==> config.mk <==
export PLATFORM = sky130hd
export DESIGN_NAME = param_vec_driver
export DESIGN_NICKNAME = d
export VERILOG_FILES = /design/src/rtl/param_vec_driver_pkg.sv /design/src/rtl/param_vec_driver_pattern.sv /design/src/rtl/param_vec_driver.sv
export SDC_FILE = /design/constraint.sdc
export NUM_CORES = 1
export LEC_CHECK = 0
export CAP_MARGIN = 10
export CORE_UTILIZATION = 60
export CTS_CLUSTER_DIAMETER = 80
export CTS_CLUSTER_SIZE = 40
export DETAILED_ROUTE_END_ITERATION = 7
export DONT_BUFFER_PORTS = 1
export PLACE_DENSITY = 0.87
export SETUP_SLACK_MARGIN = 0.4
export SLEW_MARGIN = 40
export SYNTH_ARGS = -nofsm -noshare
export SYNTH_HDL_FRONTEND = slang
export SYNTH_HIERARCHICAL = 1
export SYNTH_SLANG_ARGS = --single-unit
==> constraint.sdc <==
create_clock -name clock -period 3.7 [get_ports clock]
set_clock_uncertainty 0.2 [all_clocks]
set_input_delay 0.37 -clock clock [delete_from_list [all_inputs] [get_ports clock]]
set_output_delay 0.37 -clock clock [all_outputs]
set_load 0.02 [all_outputs]
==> src/rtl/param_vec_driver_pkg.sv <==
// Shared encodings for the parameterized vector driver and its pattern helper.
package param_vec_driver_pkg;

  typedef enum logic [1:0] {
    MODE_INC   = 2'd0,
    MODE_WALK1 = 2'd1,
    MODE_ALT   = 2'd2,
    MODE_GRAY  = 2'd3
  } mode_e;

  typedef enum logic [1:0] {
    S_IDLE = 2'd0,
    S_RUN  = 2'd1,
    S_FIN  = 2'd2
  } state_e;

endpackage

==> src/rtl/param_vec_driver_pattern.sv <==
// Combinational pattern arithmetic: seed and successor of the internal
// binary state, plus the vector actually driven (Gray-coded in GRAY mode).
module param_vec_pattern
  import param_vec_driver_pkg::*;
#(
  parameter int BSIZE = 1
) (
  input  mode_e            mode_i,
  input  logic [BSIZE-1:0] cur_i,
  output logic [BSIZE-1:0] seed_o,
  output logic [BSIZE-1:0] next_o,
  output logic [BSIZE-1:0] seed_vec_o,
  output logic [BSIZE-1:0] next_vec_o
);

  localparam logic [BSIZE-1:0] ONE = BSIZE'(1);

  // Seed and next binary state per mode; all arithmetic wraps at 2^BSIZE.
  always_comb begin
    seed_o = '0;
    next_o = cur_i + ONE;
    case (mode_i)
      MODE_INC: begin
        seed_o = '0;
        next_o = cur_i + ONE;
      end
      MODE_WALK1: begin
        // Rotate-left; with BSIZE=1 the two shifted terms collapse to cur_i.
        seed_o = ONE;
        next_o = (cur_i << 1) | (cur_i >> (BSIZE - 1));
      end
      MODE_ALT: begin
        seed_o = '0;
        next_o = ~cur_i;
      end
      MODE_GRAY: begin
        seed_o = '0;
        next_o = cur_i + ONE;
      end
      default: begin
        seed_o = '0;
        next_o = cur_i + ONE;
      end
    endcase
  end

  // Map binary state to the driven vector; only GRAY differs from identity.
  always_comb begin
    seed_vec_o = seed_o;
    next_vec_o = next_o;
    if (mode_i == MODE_GRAY) begin
      seed_vec_o = seed_o ^ (seed_o >> 1);
      next_vec_o = next_o ^ (next_o >> 1);
    end
  end

endmodule

==> src/rtl/param_vec_driver.sv <==
// Clocked pattern transmitter: emits a burst of BSIZE-wide vectors over a
// valid/ready handshake, one vector per accepted transfer.
//
// state  | meaning
// -------+-------------------------------------------------------------
// S_IDLE | waiting for start; sent holds the last burst's total
// S_RUN  | b_valid high, advancing the pattern on each transfer
// S_FIN  | one-cycle done pulse, then back to S_IDLE
module param_vec_driver
  import param_vec_driver_pkg::*;
#(
  parameter int BSIZE = 1,
  parameter int CNTW  = 8
) (
  input  logic             clock,
  input  logic             reset,
  input  logic             start,
  input  logic [1:0]       mode,
  input  logic [CNTW-1:0]  count,
  output logic [BSIZE-1:0] b_out,
  output logic             b_valid,
  input  logic             b_ready,
  output logic             busy,
  output logic             done,
  output logic [CNTW-1:0]  sent
);

  localparam logic [CNTW-1:0] CNT_ONE = CNTW'(1);

  state_e           state_q;
  mode_e            mode_q;
  logic [CNTW-1:0]  rem_q;
  logic [CNTW-1:0]  sent_q;
  logic [BSIZE-1:0] pat_q;
  logic [BSIZE-1:0] b_out_q;
  logic             b_valid_q;
  logic             busy_q;
  logic             done_q;

  mode_e            pat_mode;
  logic [BSIZE-1:0] seed_bin;
  logic [BSIZE-1:0] next_bin;
  logic [BSIZE-1:0] seed_vec;
  logic [BSIZE-1:0] next_vec;
  logic             xfer;

  // In IDLE the seed must follow the incoming mode; afterwards the latched one.
  always_comb begin
    pat_mode = mode_q;
    if (state_q == S_IDLE) pat_mode = mode_e'(mode);
    xfer = b_valid_q & b_ready;
  end

  param_vec_pattern #(.BSIZE(BSIZE)) u_pattern (
    .mode_i     (pat_mode),
    .cur_i      (pat_q),
    .seed_o     (seed_bin),
    .next_o     (next_bin),
    .seed_vec_o (seed_vec),
    .next_vec_o (next_vec)
  );

  // Burst sequencing FSM with registered handshake and status outputs.
  always_ff @(posedge clock or negedge reset) begin
    if (!reset) begin
      state_q   <= S_IDLE;
      mode_q    <= MODE_INC;
      rem_q     <= '0;
      sent_q    <= '0;
      pat_q     <= '0;
      b_out_q   <= '0;
      b_valid_q <= 1'b0;
      busy_q    <= 1'b0;
      done_q    <= 1'b0;
    end else begin
      case (state_q)
        S_IDLE: begin
          done_q <= 1'b0;
          if (start) begin
            mode_q  <= mode_e'(mode);
            sent_q  <= '0;
            pat_q   <= seed_bin;
            b_out_q <= seed_vec;
            if (count == '0) begin
              state_q <= S_FIN;
              done_q  <= 1'b1;
            end else begin
              state_q   <= S_RUN;
              rem_q     <= count;
              b_valid_q <= 1'b1;
              busy_q    <= 1'b1;
            end
          end
        end
        S_RUN: begin
          if (xfer) begin
            pat_q   <= next_bin;
            b_out_q <= next_vec;
            rem_q   <= rem_q - CNT_ONE;
            if (!(&sent_q)) sent_q <= sent_q + CNT_ONE;
            if (rem_q == CNT_ONE) begin
              state_q   <= S_FIN;
              b_valid_q <= 1'b0;
              busy_q    <= 1'b0;
              done_q    <= 1'b1;
            end
          end
        end
        S_FIN: begin
          done_q  <= 1'b0;
          state_q <= S_IDLE;
        end
        default: begin
          state_q   <= S_IDLE;
          b_valid_q <= 1'b0;
          busy_q    <= 1'b0;
          done_q    <= 1'b0;
        end
      endcase
    end
  end

  assign b_out   = b_out_q;
  assign b_valid = b_valid_q;
  assign busy    = busy_q;
  assign done    = done_q;
  assign sent    = sent_q;

endmodule

==> results.toml <==
[status]
outcome = "finished clean"

[clock_tree]
cts.sinks = 24
cts_tree = "done"
htree_num_levels = 1
cts_buffer_depth = 2
cts_inserted_buffers = 3
path_clk_slew_ps = 120
ctsResizeCount = 0
clockRootBuffer = "clkbuf_4"
clk_latency_ps = 300

[placed_design]
dp_hpwl_microns = 2420
gp_congestion = 0.836
place_area_sq_mm = 0.00146
portBuffers = 0

[critical_path]
cp_slowest_stage_delay_ps = 660
cp_slowest_cell = "nor2b_1"
cp_cell_sequence = "nand4b_1 -> nor2b_1 -> buf_4 -> nor2_1 -> a31oi_1"
worstPathRequired_ps = 3730
critPathBufInv = 1
crit_arrival_ps = 2410
path_delay_family = "simple AND/OR/NAND/NOR gates"
end_kind = "flip-flop"
cp_max_fo = 10
start_kind = "flip-flop"
worstSetupPathType = "reg -> reg"

[floorplan]
io_pins = 26
die_area_sq_mm = 0.00269
die_h_microns = 51.9
die-width_microns = 51.9
initial_utilization_pct = 65.6
rows = 17
core_area_sq_mm = 0.00228

[global_route]
grt_pass1_vias = 1195
track_usage_pct = 26.3
grt.overflow.total = 0
grt.met2_usage_pct = 46.8
grt_max_degree = 25
use_met1_pct = 33.3
antenna_found_initial = 0
grt_busiest_layer = "met2"
grtUsageMet3_pct = 3.51
grt_pass1_wl_microns = 5330

[synth]
synth.top_cell.area_share_pct = 40.2
synth_area_sq_mm = 0.00149
synth-main-ff-cell = "dfrtp_1"
synth.distinct_cells = 43
async_flop_share_pct = 100
ys_ff_latch = 24
synth_warnings = 6
synth_edf_count = 0
yosysTopAreaCell = "dfrtp_1"
ys_seq_area_share_pct = 40.2
syn-num-nets = 179
synth_area_leaders = "dfrtp_1, o21ai_0, mux2_2, ha_1, o31ai_1"
syn_area_per_cell_sq_um = 9.34
syn_inst = 160

[drt]
wire_per_inst_microns = 17.9
drt-initial-drc-count = 28
via_per_inst = 6.89
dr.pass1.iters = 4
num_vias = 1267
wl_microns = 3300
post-route-drc-count = 0
ant_nets = 0

[timing]
finalHoldViolCount = 0
grt_setup_unrepaired = "no"
fin_crit_sh_pct = 64.2
setup_violations = 0
tns_ps = 0
max_freq_mhz = 421
slew_viol_final = 0
tightest_slew_ps = 776
fin_crit_ps = 2380
slew_headroom_pct = 48.2

[final_layout]
finish.utilization_pct = 66.7
final_common_cell = "dfrtp_1"
multiInputGateArea_sq_um = 805
nNetsFinal = 177
nFillCells = 180
most-common-layout-cells = "dfrtp_1, o21ai_0, nor2_1"
drive_gt1_share_pct = 12.8
insertedDiodeCount = 0
final_cell_area_sq_mm = 0.00152
final-seq-area_sq_um = 601
area_growth_syn_to_layout_pct = 1.59

[power]
power.leakage_nw = 0.634
vdd_drop_max_mv = 0.470
pwr-share-seq_pct = 50.2
clkPwrFrac_pct = 9.5
power_frac_comb_pct = 40.4
power.internal_uw = 621
power.switching_uw = 540
swShare_pct = 46.5
power_density_mw_per_mm2 = 765

[worst_hold_path]
min_path_type = "in -> reg"

[flow_run]
max-cap-violations = 0
[logic make-up (layout without fill, tap and decap cells)]
group,count (synthesis),after routing,synth area share (%)
AO/OA/AOI/OAI,52,52,22.0
adder cells (fa/ha/maj),5,5,4.19
buffers and inverters,17,13,6.53
flip-flops,24,24,40.2
multiplexers,8,8,5.86
AND/OR/NAND/NOR,54,54,21.2
[registers in the layout, indices dropped and copies added (netlist names)]
| name | flops |
|---|---|
| pat_q | 1 |
| mode_q | 2 |
| busy | 1 |
| state_q | 2 |
| sent | 8 |
| done | 1 |
| rem_q | 8 |
| b_out | 1 |
[metrics by stage]
stage	hold WS [ps]	std cells	setup slack [ps]	power, mW
finish	14.4	184	1320	1.16
global route	1.04	184	1170	1.25
CTS	3.90	182	1350	1.15
detailed placement	-125	178	1380	1.04
global placement	-125	178	1490	0.996
floorplan	-126	160	1510	0.957
[per-layer routing]
layer	vias to the layer above	wire length, microns
met5	-	0
met3	2	227
met2	55	1690
li1	588	-
met1	622	1370
met4	0	14
[area by class of cell]
| class | count | area share, % |
|---|---|---|
| Clock buffer | 3 | 1.48 |
| Inverter | 6 | 1.48 |
| Multi-Input combinational cell | 119 | 53.0 |
| Sequential cell | 24 | 39.6 |
| Tap cell | 28 | 2.31 |
| Timing Repair Buffer | 4 | 2.14 |
[path summary, 6_finish.rpt]
path | cells past startpoint | to | slack, ps | start
setup / recovery | 5 | sent[5]$_DFFE_PN0P_ | 1320 | busy$_DFFE_PN0P_
hold / removal | 1 | mode_q[1]$_DFFE_PN0P_ | 10 | mode[1]
setup reg to reg | 5 | sent[5]$_DFFE_PN0P_ | 1320 | busy$_DFFE_PN0P_
hold reg to reg | 2 | rem_q[7]$_DFFE_PN0P_ | 320 | rem_q[7]$_DFFE_PN0P_
max in group asynchronous | 2 | pat_q$_DFFE_PN0P_ | 2590 | reset
min in group asynchronous | 2 | rem_q[1]$_DFFE_PN0P_ | 360 | reset
[Yosys cell counts, types with 2 or more instances]
master and number:
dfrtp_1 24, o21ai_0 15, nor2_1 13, a21oi_1 11, o31ai_1 8, nand2_1 7
nor3_1 7, inv_1 6, mux2_2 6, and3_1 5, ha_1 5, a31oi_1 4
buf_4 4, clkbuf_1 4, nand2b_1 4, nand4_1 4, a22oi_1 2, a41oi_1 2
mux2i_1 2, nor2b_1 2, o22a_2 2, or4_1 2
[power by group through the flow]
stage	Combinational, mW	Sequential [mW]	Clock, mW
finish	0.468	0.583	0.110
global route	0.529	0.599	0.122
CTS	0.462	0.575	0.113
detailed placement	0.456	0.580	0
global placement	0.425	0.571	0
floorplan	0.433	0.525	0
[what timing repair did]
action / 4_1_cts / 5_1_grt
hold buffers: 1 / 2
endpoints found under the hold margin: 24 / 25
setup buffers: 0 / 0
Note: power is estimated with default switching activity, not from simulation.
